==> config.mk <==
export PLATFORM = sky130hd
export DESIGN_NAME = de_coder_cmd_queue
export DESIGN_NICKNAME = d
export VERILOG_FILES = /design/src/rtl/de_coder_cmd_queue.sv
export SDC_FILE = /design/constraint.sdc
export NUM_CORES = 1
export LEC_CHECK = 0
export BUFFER_PORTS_ARGS = -buffer_cell sky130_fd_sc_hd__buf_2
export CAP_MARGIN = 25
export CORE_MARGIN = 10
export CORE_UTILIZATION = 60
export CTS_BUF_LIST = sky130_fd_sc_hd__clkbuf_16
export DETAILED_ROUTE_END_ITERATION = 6
export PLACE_DENSITY = 0.87
export SLEW_MARGIN = 20
export SYNTH_ARGS = -nofsm -noshare
export SYNTH_HDL_FRONTEND = slang
export SYNTH_SLANG_ARGS = --single-unit
export TNS_END_PERCENT = 10
==> constraint.sdc <==
create_clock -name clk -period 6.85 [get_ports clk]
set_clock_uncertainty 0.15 [all_clocks]
set_input_delay 0.3425 -clock clk [delete_from_list [all_inputs] [get_ports clk]]
set_output_delay 0.3425 -clock clk [all_outputs]
set_load 0.05 [all_outputs]
==> src/rtl/de_coder_cmd_queue.sv <==
// de_coder_cmd_queue: first-word-fall-through command FIFO between the decoder
// command producer and the DSP execute unit. It detects the END opcode, stops
// accepting new writes, drains the queued commands, and then pulses done.
// Optional build macro: DE_CODER_CMDQ_STATS_EN adds the accept_cnt and
// drop_cnt saturating statistics outputs.
module de_coder_cmd_queue #(
  parameter int              CMD_W      = 16,
  parameter int              OP_W       = 4,
  parameter int              DEPTH_LOG2 = 3,
  parameter logic [OP_W-1:0] END_OP     = 4'hF
) (
  input  logic                  clk,
  input  logic                  reset,
  input  logic                  wr,
  input  logic [CMD_W-1:0]      cmd_in,
  output logic [CMD_W-1:0]      cmd_out,
  output logic                  cmd_valid,
  input  logic                  cmd_ready,
  output logic                  full,
  output logic                  empty,
  output logic [DEPTH_LOG2:0]   count,
`ifdef DE_CODER_CMDQ_STATS_EN
  output logic [15:0]           accept_cnt,
  output logic [15:0]           drop_cnt,
`endif
  output logic                  end_seen,
  output logic                  overflow,
  output logic                  done
);

  localparam int DEPTH = 1 << DEPTH_LOG2;
  localparam logic [DEPTH_LOG2:0] FULL_CNT = (DEPTH_LOG2+1)'(DEPTH);

  typedef enum logic [1:0] {RUN, DRAIN, DONE} state_t;

  state_t                  state, state_nxt;
  logic [CMD_W-1:0]        mem [DEPTH];
  logic [DEPTH_LOG2-1:0]   wr_ptr, rd_ptr;
  logic [DEPTH_LOG2:0]     count_nxt;
  logic                    push, pop, drop, is_end, done_nxt;

  assign full      = (count == FULL_CNT);
  assign empty     = (count == '0);
  assign cmd_valid = !empty && (state != DONE);
  assign cmd_out   = mem[rd_ptr];
  assign is_end    = (cmd_in[CMD_W-1 -: OP_W] == END_OP);

  assign pop  = cmd_valid && cmd_ready;
  // A write into a full queue is only accepted if a pop frees a slot this cycle.
  assign push = wr && (state == RUN) && (!full || pop);
  // Writes in DRAIN/DONE are ignored rather than dropped, so they are not counted here.
  assign drop = wr && (state == RUN) && full && !pop;

  // Occupancy after this cycle's push and pop.
  always_comb begin
    count_nxt = count;
    case ({push, pop})
      2'b10:   count_nxt = count + 1'b1;
      2'b01:   count_nxt = count - 1'b1;
      default: count_nxt = count;
    endcase
  end

  // Program-completion FSM: next state and the one-cycle done pulse.
  always_comb begin
    state_nxt = state;
    done_nxt  = 1'b0;
    case (state)
      RUN:     if (push && is_end) state_nxt = DRAIN;
      DRAIN:   if (count_nxt == '0) begin
                 state_nxt = DONE;
                 done_nxt  = 1'b1;
               end
      DONE:    state_nxt = DONE;
      default: state_nxt = RUN;
    endcase
  end

  // Storage array; its contents are don't-care after reset, so it has no reset.
  always_ff @(posedge clk) begin
    if (push) mem[wr_ptr] <= cmd_in;
  end

  // Pointers, occupancy, state and status flags.
  always_ff @(posedge clk) begin
    if (reset) begin
      wr_ptr   <= '0;
      rd_ptr   <= '0;
      count    <= '0;
      state    <= RUN;
      end_seen <= 1'b0;
      overflow <= 1'b0;
      done     <= 1'b0;
    end else begin
      if (push) wr_ptr <= wr_ptr + 1'b1;
      if (pop)  rd_ptr <= rd_ptr + 1'b1;
      count <= count_nxt;
      state <= state_nxt;
      done  <= done_nxt;
      if (push && is_end) end_seen <= 1'b1;
      if (drop)           overflow <= 1'b1;
    end
  end

`ifdef DE_CODER_CMDQ_STATS_EN
  // Saturating counters of accepted and dropped writes.
  always_ff @(posedge clk) begin
    if (reset) begin
      accept_cnt <= '0;
      drop_cnt   <= '0;
    end else begin
      if (push && accept_cnt != 16'hFFFF) accept_cnt <= accept_cnt + 1'b1;
      if (drop && drop_cnt != 16'hFFFF)   drop_cnt   <= drop_cnt + 1'b1;
    end
  end
`endif

endmodule

==> results of run 1 <==
cells in the final DEF (no fill, tap or decap), types with 2 or more instances in the layout:
master	Yosys	layout
nand2_1	9	9
nor3_2	0	2
clkinv_2	1	4
dfxtp_1	18	16
clkbuf_16	0	17
and4_1	2	2
bufinv_16	0	4
edfxtp_1	128	128
nand2b_1	6	6
ha_1	7	7
mux2i_1	4	4
buf_2	3	45
clkinvlp_4	0	3
nor2_1	21	21
and2_1	2	2
dfxtp_2	0	2
nor2b_1	2	2
inv_1	2	4
o21ai_0	5	5
xor2_1	4	4
mux4_2	32	32
a21oi_1	8	8
inv_6	0	2
buf_4	0	9
mux2_2	17	17
layer usage:
layer | wire, um | GRT usage | vias to the layer above | part of all wire
li1 | - | - | 1323 | -
met1 | 4800 | 0.226 | 1534 | 0.40
met2 | 6090 | 0.283 | 132 | 0.51
met3 | 747 | 0.0505 | 18 | 0.063
met4 | 247 | 0.0804 | 0 | 0.021
met5 | 0 | 0 | - | 0
final timing paths:
path | endpoint | slack [ns]
min reg2reg | state[0] | 0.35
min | mem[2][3] | 0.05
max | cmd_out[12] | 3.81
max reg2reg | mem[5][6] | 3.94
layout make-up:
class	count	area [um^2]	share of cell area
repair buffers	54	293	0.0430
clock inverters	15	191	0.0281
flip-flops and latches	146	4210	0.618
multi-input cells	138	1510	0.222
diodes	1	2.50	0.000368
clock buffers	17	425	0.0625
well taps	129	161	0.0237
inverters	3	12.5	0.00184
power breakdown:
part / switching, mW / leakage (nW) / internal [mW] / total (mW)
Combinational: 0.480 / 0.706 / 0.273 / 0.752
Clock: 0.347 / 0.302 / 0.607 / 0.954
Sequential: 0.0615 / 1.31 / 1.04 / 1.10
flip-flops by register name (all words and copies together) (netlist names), named ones only:
name      cells
mem         128
rd_ptr        3
end_seen      1
state         2
wr_ptr        3
done          1
count         4
overflow      1
cell families (layout without fill, tap and decap cells):
| group | count (synthesis) | in the layout | share of synthesized area |
|---|---|---|---|
| flops | 146 | 146 | 0.728 |
| mux | 53 | 53 | 0.165 |
| simple gates | 53 | 53 | 0.0492 |
| compound gates | 20 | 20 | 0.0232 |
| buf+inv | 16 | 89 | 0.0126 |
| fa+ha+maj | 7 | 7 | 0.0152 |
| xor+xnor | 5 | 5 | 0.00758 |
| other cells | 0 | 1 | 0 |
metrics by stage:
stage | util | power [mW] | instance area [um^2]
2_1_floorplan | - | 1.70 | 5780
3_3_place_gp | 0.663 | 1.85 | 6180
5_1_grt | 0.729 | 2.92 | 6800
3_5_place_dp | 0.663 | 1.87 | 6180
6_report | 0.729 | 2.81 | 6800
4_1_cts | 0.729 | 2.83 | 6800
==> results.sh, run 1 <==
export IMPL_grt_setup_unrepaired="false"
export IMPL_vias=3007
export IMPL_reg2reg_from="state[0]"
export IMPL_worstPathRequired_ns=6.36
export IMPL_setup_viol=0
export IMPL_cts_root_buf="clkbuf_16"
export IMPL_clkSinkCount=146
export IMPL_powerDensity_nw_per_um2=412
export IMPL_synth_cell_types=38
export IMPL_fin_crit_ns=3.04
export IMPL_run_status="complete, no violations"
export IMPL_globalRoute_totalOverflow=0
export IMPL_num_fill_cells=537
export IMPL_grt_usage=0.179
export IMPL_cts_hold_fix_buffers=0
export IMPL_min_from="cmd_in[3]"
export IMPL_cts_made_buffers=17
export IMPL_yosys_area_top_type="edfxtp_1"
export IMPL_num_rows=35
export IMPL_routed_wl_um=11900
export IMPL_clk_path_buf_depth=2
export IMPL_yosys_warnings=0
export IMPL_die_w_um=118
export IMPL_crit_family="multiplexers"
export IMPL_cts_resized=0
export IMPL_dp_hpwl_um=6990
export IMPL_whs_path_depth=1
export IMPL_fin_hold_ws_ns=0.0544
export IMPL_crit_cells=4
export IMPL_setup_tns_ns=0
export IMPL_port_buffers=45
export IMPL_synth_area_leaders="edfxtp_1 (67%), mux4_2 (12%), dfxtp_1 (6.2%), mux2_2 (3.3%), ha_1 (1.5%)"
export IMPL_cp_slowest_cell="mux4_2"
export IMPL_gp_congestion=0.881
export IMPL_clk_pin_slew_ns=0.06
export IMPL_antenna_left=0
export IMPL_synth_common_cells="edfxtp_1 (128), mux4_2 (32), nor2_1 (21), dfxtp_1 (18), mux2_2 (17)"
export IMPL_critPathKind="reg2out"
export IMPL_layout_setup_ws_ns=3.81
export IMPL_ff2ff_path_depth=8
export IMPL_maxCapViolCount=0
export IMPL_insertion_delay_ns=0.41
export IMPL_cp_num_buf_inv=2
export IMPL_finalNonFillerCells=503
export IMPL_path_max_fanout=24
export IMPL_num_io_pins=46
export IMPL_relSlewSlack=0.352
export IMPL_hp_class="in2reg"
export IMPL_finalHoldViolations=0
export IMPL_post_route_period_util=0.444
export IMPL_seq_area_frac_synth=0.728
export IMPL_ir_drop_mv=0.389
export IMPL_die_y_um=118
export IMPL_antenna_found_initial=1
export IMPL_syn_area_per_cell_um2=19.3
export IMPL_crit_chain="buf_4 > mux4_2 > mux2_2 > buf_2"
export IMPL_post_route_drc_count=0
export IMPL_die_area_um2=14000
export IMPL_max_stage_delay_ns=0.58
export IMPL_first_pass_iters=4
export IMPL_post_cts_setup_buffers=0
export IMPL_grt_max_degree=33
export IMPL_async_flop_share=0
export IMPL_syn2layout_area_growth_pct=17.8
export IMPL_htreeDepth=4
export IMPL_vias_per_cell=5.98
export IMPL_leakage_nw=2.32
export IMPL_worst_pin_slew_ns=0.971
export IMPL_syn_inst=300
export IMPL_synth_edf_count=128
export IMPL_synth_most_common_cell="edfxtp_1"
export IMPL_yosys_register_bits=146
export IMPL_synthFlopType="edfxtp_1"
export IMPL_place_inst=470
export IMPL_coreArea_um2=9330
export IMPL_grt_pass1_vias=3222
export IMPL_start_util=0.619
export IMPL_slew_violations=0
export IMPL_syn_nets=327
export IMPL_syn_area_um2=5780
export IMPL_drive_gt1_frac=0.386
export IMPL_end_kind="output port"
export IMPL_synth_top_cell_area_share=0.665
export IMPL_grt_pass1_wl_um=18900
export IMPL_fmax_mhz=329
export IMPL_worst_setup_path_start_kind="flip-flop"
export IMPL_arrival_ns=2.55
export IMPL_cts_tree="built"
export IMPL_wl_per_cell_um=23.6
export IMPL_dpl_worst_slack_ns=3.97
export IMPL_nets=387
export IMPL_drt_iter0_drc=311
Note: power is estimated with default switching activity, not from simulation.
==> run 2: changes to the inputs <==
- CORE_UTILIZATION: 60 -> 59
- PLACE_DENSITY: 0.87 -> 0.86
- clock period: 6.85 -> 2.8 ns (I/O delays scaled with it)
==> run 2 against run 1 <==
Compared with the run above: non-clock buffer count up 24; highest routed layer unchanged; via count up 3.0%; largest cell class unchanged; cell area up 3.5%; die area up 1.4%; final cell count up 5.2%; sequential power up 140%.
==> results.sh, run 2 (synthesized netlist as in run 1, its figures left out) <==
export IMPL_run_status="complete, no violations"
export IMPL_drive_gt1_frac=0.386
export IMPL_slew_violations=0
export IMPL_post_route_period_util=0.964
export IMPL_htreeDepth=4
export IMPL_arrival_ns=2.89
export IMPL_finalCoreUtilization=0.731
export IMPL_post_route_drc_count=0
export IMPL_min_from="cmd_ready"
export IMPL_ir_drop_mv=0.939
export IMPL_layout_commonest_cell="edfxtp_1"
export IMPL_worstPathRequired_ns=2.99
export IMPL_top_regs="mem x128, count x4"
export IMPL_cp_slowest_cell="dfxtp_1"
export IMPL_hp_class="in2reg"
export IMPL_num_io_pins=46
export IMPL_wl_met1_um=4850
export IMPL_critPathKind="reg2reg"
export IMPL_antenna_left=0
export IMPL_cts_root_buf="clkbuf_16"
export IMPL_startpoint="state[0]"
export IMPL_routed_wl_um=11900
export IMPL_end_kind="flip-flop"
export IMPL_max_stage_delay_ns=0.36
export IMPL_start_util=0.599
export IMPL_cp_num_buf_inv=1
export IMPL_post_cts_setup_buffers=0
export IMPL_die_w_um=119
export IMPL_clk_pin_slew_ns=0.06
export IMPL_cts_made_buffers=17
export IMPL_layout_setup_ws_ns=0.100
export IMPL_antenna_found_initial=0
export IMPL_coreArea_um2=9640
export IMPL_setup_tns_ns=0
export IMPL_maxCapViolCount=0
export IMPL_path_max_fanout=6
export IMPL_finalNonFillerCells=529
export IMPL_crit_chain="inv_1 > ha_1 > and2_1 > o31ai_2 > ha_2 > nor2_1 > a32oi_2 > xor2_1 > a41o_1 > mux2i_1"
export IMPL_clk_path_buf_depth=2
export IMPL_layout_cells_most_common_list="edfxtp_1 (128), buf_2 (45), mux4_2 (32)"
export IMPL_fin_hold_ws_ns=0.134
export IMPL_first_pass_iters=5
export IMPL_finalHoldViolations=0
export IMPL_place_area_um2=6290
export IMPL_die_y_um=119
export IMPL_reg2reg_from="state[0]"
export IMPL_powerDensity_nw_per_um2=970
export IMPL_nets=411
export IMPL_grt_pass1_wl_um=18500
export IMPL_largest_register_ffs=128
export IMPL_leakage_nw=2.41
export IMPL_wl_met2_um=6050
export IMPL_die_area_um2=14200
export IMPL_crit_family="compound AO/OA/AOI/OAI gates"
export IMPL_grt_max_degree=33
export IMPL_antennaDiodeCount=0
export IMPL_grt_usage=0.172
export IMPL_num_rows=36
export IMPL_vias_per_cell=5.85
export IMPL_worst_pin_slew_ns=0.485
export IMPL_cts_tree="built"
export IMPL_port_buffers=45
export IMPL_relSlewSlack=0.673
export IMPL_top_layer="met4"
export IMPL_fmax_mhz=370
export IMPL_place_inst=481
export IMPL_worst_setup_path_start_kind="flip-flop"
export IMPL_insertion_delay_ns=0.41
export IMPL_grt_pass1_vias=3222
export IMPL_globalRoute_totalOverflow=0
export IMPL_wl_per_cell_um=22.4
export IMPL_fin_crit_ns=2.70
export IMPL_fin_area_um2=7040
export IMPL_syn2layout_area_growth_pct=21.9
export IMPL_gp_congestion=0.891
export IMPL_vias=3097
export IMPL_regMostFlops="mem"
export IMPL_setup_viol=0
export IMPL_clkSinkCount=146
export IMPL_dp_hpwl_um=6820
export IMPL_drt_iter0_drc=325
export IMPL_dr_wl_met3_um=827
export IMPL_finalPower_mw=6.83
export IMPL_dpl_worst_slack_ns=0.123
run 2: cell type report:
| class | instances | area, um^2 |
|---|---|---|
| clock buffer | 17 | 425 |
| timing repair buffer | 78 | 553 |
| sequential | 146 | 4210 |
| inverter | 3 | 12.5 |
| fill | 546 | 2600 |
| clock inverter | 14 | 146 |
| tap | 133 | 166 |
| multi-input combinational | 138 | 1530 |
run 2: where the power goes:
part	internal, mW	total, mW	switching [mW]
sequential	2.54	2.66	0.115
clock	1.37	2.18	0.812
combinational	0.739	1.99	1.25
run 2: timing repair:
| action | in CTS | in global routing |
|---|---|---|
| endpoints found under the setup margin | 0 | 2 |
| hold buffers | 17 | 0 |
| hold endpoints to repair | 143 | 0 |
| gates resized for setup | 0 | 7 |
run 2: routing by layer:
metal  global-route usage  vias up
met5                    0        -
met4               0.0519        0
met3               0.0576       15
met2                0.281      141
met1                0.216     1569
li1                     -     1372
run 2: worst paths after layout:
kind / endpoint / slack, ns / depth (start not counted)
worst min-delay path: flip-flop / 0.13 / 5
worst min register to register: end_seen / 0.32 / 2
worst max-delay path: state[0] / 0.10 / 10
worst max register to register: state[0] / 0.10 / 10
run 2: tightest hold or removal path: cells and delay by family:
kind | cells | cell delay [ns]
AOI/OAI and AO/OA | 1 | 0.07
buffers and inverters | 1 | 0.08
and+or+nand+nor | 3 | 0.35
==> run 3: changes to the inputs <==
- ABC_AREA: default -> 1
- CORE_UTILIZATION: 59 -> 60
- CTS_BUF_LIST: sky130_fd_sc_hd__clkbuf_16 -> sky130_fd_sc_hd__clkbuf_2
- PLACE_DENSITY: 0.86 -> 0.87
==> run 3 against run 2 <==
Compared with the run above: power decreased by 8.4%; worst setup slack gained 0.059 ns; final cell count rose by 41%; critical endpoint is now cmd_out[4]; largest cell class unchanged; highest routed layer unchanged.
==> results.sh, run 3 <==
export IMPL_run_status="complete, no violations"
export IMPL_worstPathRequired_ns=2.51
export IMPL_drive_gt1_frac=0.209
export IMPL_cp_slowest_cell="dfxtp_2"
export IMPL_vias=4259
export IMPL_top_regs="mem x128, count x4"
export IMPL_layout_cells_most_common_list="nor2_1 (136), edfxtp_1 (128), o21ai_0 (67)"
export IMPL_die_area_um2=14300
export IMPL_top_layer="met4"
export IMPL_start_util=0.613
export IMPL_maxCapViolCount=0
export IMPL_setup_viol=0
export IMPL_port_buffers=45
export IMPL_syn_nets=538
export IMPL_cts_root_buf="clkbuf_2"
export IMPL_antenna_found_initial=1
export IMPL_yosys_register_bits=146
export IMPL_gp_congestion=0.837
export IMPL_slew_violations=0
export IMPL_fmax_mhz=379
export IMPL_yosys_warnings=0
export IMPL_internal_power_mw=3.60
export IMPL_seq_power_share=0.429
export IMPL_wl_per_cell_um=17.7
export IMPL_async_flop_share=0
export IMPL_power_frac_clock=0.177
export IMPL_antenna_left=0
export IMPL_fin_crit_ns=2.64
export IMPL_finalHoldViolations=0
export IMPL_nets=627
export IMPL_syn_inst=511
export IMPL_ir_drop_mv=0.785
export IMPL_die_y_um=119
export IMPL_arrival_ns=2.35
export IMPL_routed_wl_um=13300
export IMPL_regMostFlops="mem"
export IMPL_syn_area_per_cell_um2=11.6
export IMPL_insertion_delay_ns=0.70
export IMPL_synth_edf_count=128
export IMPL_cts_tree="built"
export IMPL_hp_class="in2reg"
export IMPL_synth_most_common_cell="nor2_1"
export IMPL_wl_met2_um=6890
export IMPL_path_max_fanout=28
export IMPL_end_kind="output port"
export IMPL_first_pass_iters=6
export IMPL_switchingPower_mw=2.65
export IMPL_grt_pass1_vias=4271
export IMPL_post_route_drc_count=0
export IMPL_num_rows=36
export IMPL_seqCellArea_um2=4210
export IMPL_drt_iter0_drc=533
export IMPL_die_w_um=119
export IMPL_htreeDepth=4
export IMPL_swShare=0.424
export IMPL_dpl_worst_slack_ns=0.256
export IMPL_dr_wl_met3_um=1010
export IMPL_critPathKind="reg2out"
export IMPL_grt_pass1_wl_um=21300
export IMPL_powerDensity_nw_per_um2=903
export IMPL_synth_cell_types=26
export IMPL_place_area_um2=6400
export IMPL_largest_register_ffs=128
export IMPL_layout_commonest_cell="nor2_1"
export IMPL_crit_chain="buf_4 > o21ai_0 > o22ai_1 > nor2_1 > a31oi_1 > buf_2"
export IMPL_worst_setup_path_start_kind="flip-flop"
export IMPL_relSlewSlack=0.694
export IMPL_synth_top_cell_area_share=0.648
export IMPL_max_stage_delay_ns=0.41
export IMPL_syn2layout_area_growth_pct=16.7
export IMPL_pwr_share_comb=0.395
export IMPL_fin_area_um2=6930
export IMPL_cts_made_buffers=17
export IMPL_worst_pin_slew_ns=0.459
export IMPL_seq_area_frac_synth=0.709
export IMPL_multi_input_area_um2=1540
export IMPL_post_route_period_util=0.943
export IMPL_synth_area_leaders="edfxtp_1 (65%), nor2_1 (8.6%), dfxtp_1 (6.1%), o21ai_0 (5.7%), nand2_1 (1.8%)"
export IMPL_vias_per_cell=5.70
export IMPL_leakage_nw=2.58
export IMPL_clk_path_buf_depth=2
export IMPL_layout_setup_ws_ns=0.159
export IMPL_dp_hpwl_um=8210
export IMPL_syn_area_um2=5930
export IMPL_coreArea_um2=9680
export IMPL_wl_met1_um=5140
export IMPL_num_io_pins=46
export IMPL_yosys_area_top_type="edfxtp_1"
export IMPL_globalRoute_totalOverflow=0
export IMPL_clk_pin_slew_ns=0.23
export IMPL_num_fill_cells=609
export IMPL_grt_max_degree=65
export IMPL_synthFlopType="edfxtp_1"
export IMPL_synth_common_cells="nor2_1 (136), edfxtp_1 (128), o21ai_0 (67), nand2_1 (29), inv_1 (26)"
export IMPL_grt_usage=0.188
export IMPL_clkSinkCount=146
[run 3: cell count changes after synthesis, sizes merged, moves of 17 or more]
cell and delta:
mux4 -32, mux2 -17, inv +25, nand2 +31, o21ai +61, nor2 +116
[run 3: worst max-delay path, delay by kind of cell (launching register included)]
kind / cells / cell delay [ns]
compound gates: 3 / 0.57
buf+inv: 2 / 0.59
flops: 1 / 0.41
simple gates: 1 / 0.07
[run 3: what timing repair did]
item                                    in CTS  in global routing
hold endpoints to repair                   146                  0
endpoints found under the setup margin      10                 47
setup buffers                                0                  5
hold buffers                                22                  0
resized for setup                            4                 10
[run 3: path summary, 6_finish.rpt]
check	from	endpoint	slack, ns	cells past startpoint
worst max-delay path	flip-flop	cmd_out[4]	0.16	6
worst min-delay path	cmd_in[9]	mem[7][9]	0.08	2
worst max register to register	state[0]	state[1]	0.19	19
worst min register to register	end_seen	end_seen	0.32	2
[run 3: area by class of cell]
class	count	area share
diodes	1	0.000361
clock buffers	18	0.0130
clock inverters	14	0.0186
inverters	28	0.0157
multi-input cells	314	0.223
flip-flops and latches	146	0.608
well taps	133	0.0240
repair buffers	93	0.0981
[run 3: kinds of logic (layout without fill, tap and decap cells)]
kind of cell | after synthesis | count (layout) | share of synthesized area
XOR/XNOR | 3 | 3 | 0.00443
flip-flops | 146 | 146 | 0.709
adder cells (fa/ha/maj) | 7 | 7 | 0.0148
AND/OR/NAND/NOR | 193 | 193 | 0.139
buffers and inverters | 51 | 153 | 0.0323
other | 0 | 1 | 0
AO/OA/AOI/OAI | 111 | 111 | 0.101
[run 3: metal layers]
layer | GRT usage | vias to the layer above
li1 | - | 1975
met1 | 0.225 | 2036
met2 | 0.317 | 225
met3 | 0.0482 | 23
met4 | 0.0747 | 0
met5 | 0 | -
[run 3: per-stage QoR]
| stage | TNS, ns | hold WS (ns) | total power, mW | utilization | std cells |
|---|---|---|---|---|---|
| floorplan | -12.72 | 0.0889 | 4.45 | - | 511 |
| global placement | 0 | 0.266 | 4.95 | 0.661 | 687 |
| detailed placement | 0 | 0.278 | 5.05 | 0.661 | 687 |
| CTS | 0 | 0.0216 | 6.18 | 0.707 | 741 |
| global route | -0.0145 | 0.0311 | 6.58 | 0.715 | 747 |
| finish | 0 | 0.0848 | 6.25 | 0.715 | 747 |
[run 3: power by group through the flow]
stage,Clock [mW],Combinational [mW],Sequential (mW)
floorplan,0,1.66,2.79
global placement,0,2.25,2.71
detailed placement,0,2.34,2.72
CTS,1.12,2.39,2.67
global route,1.21,2.67,2.70
finish,1.11,2.47,2.68
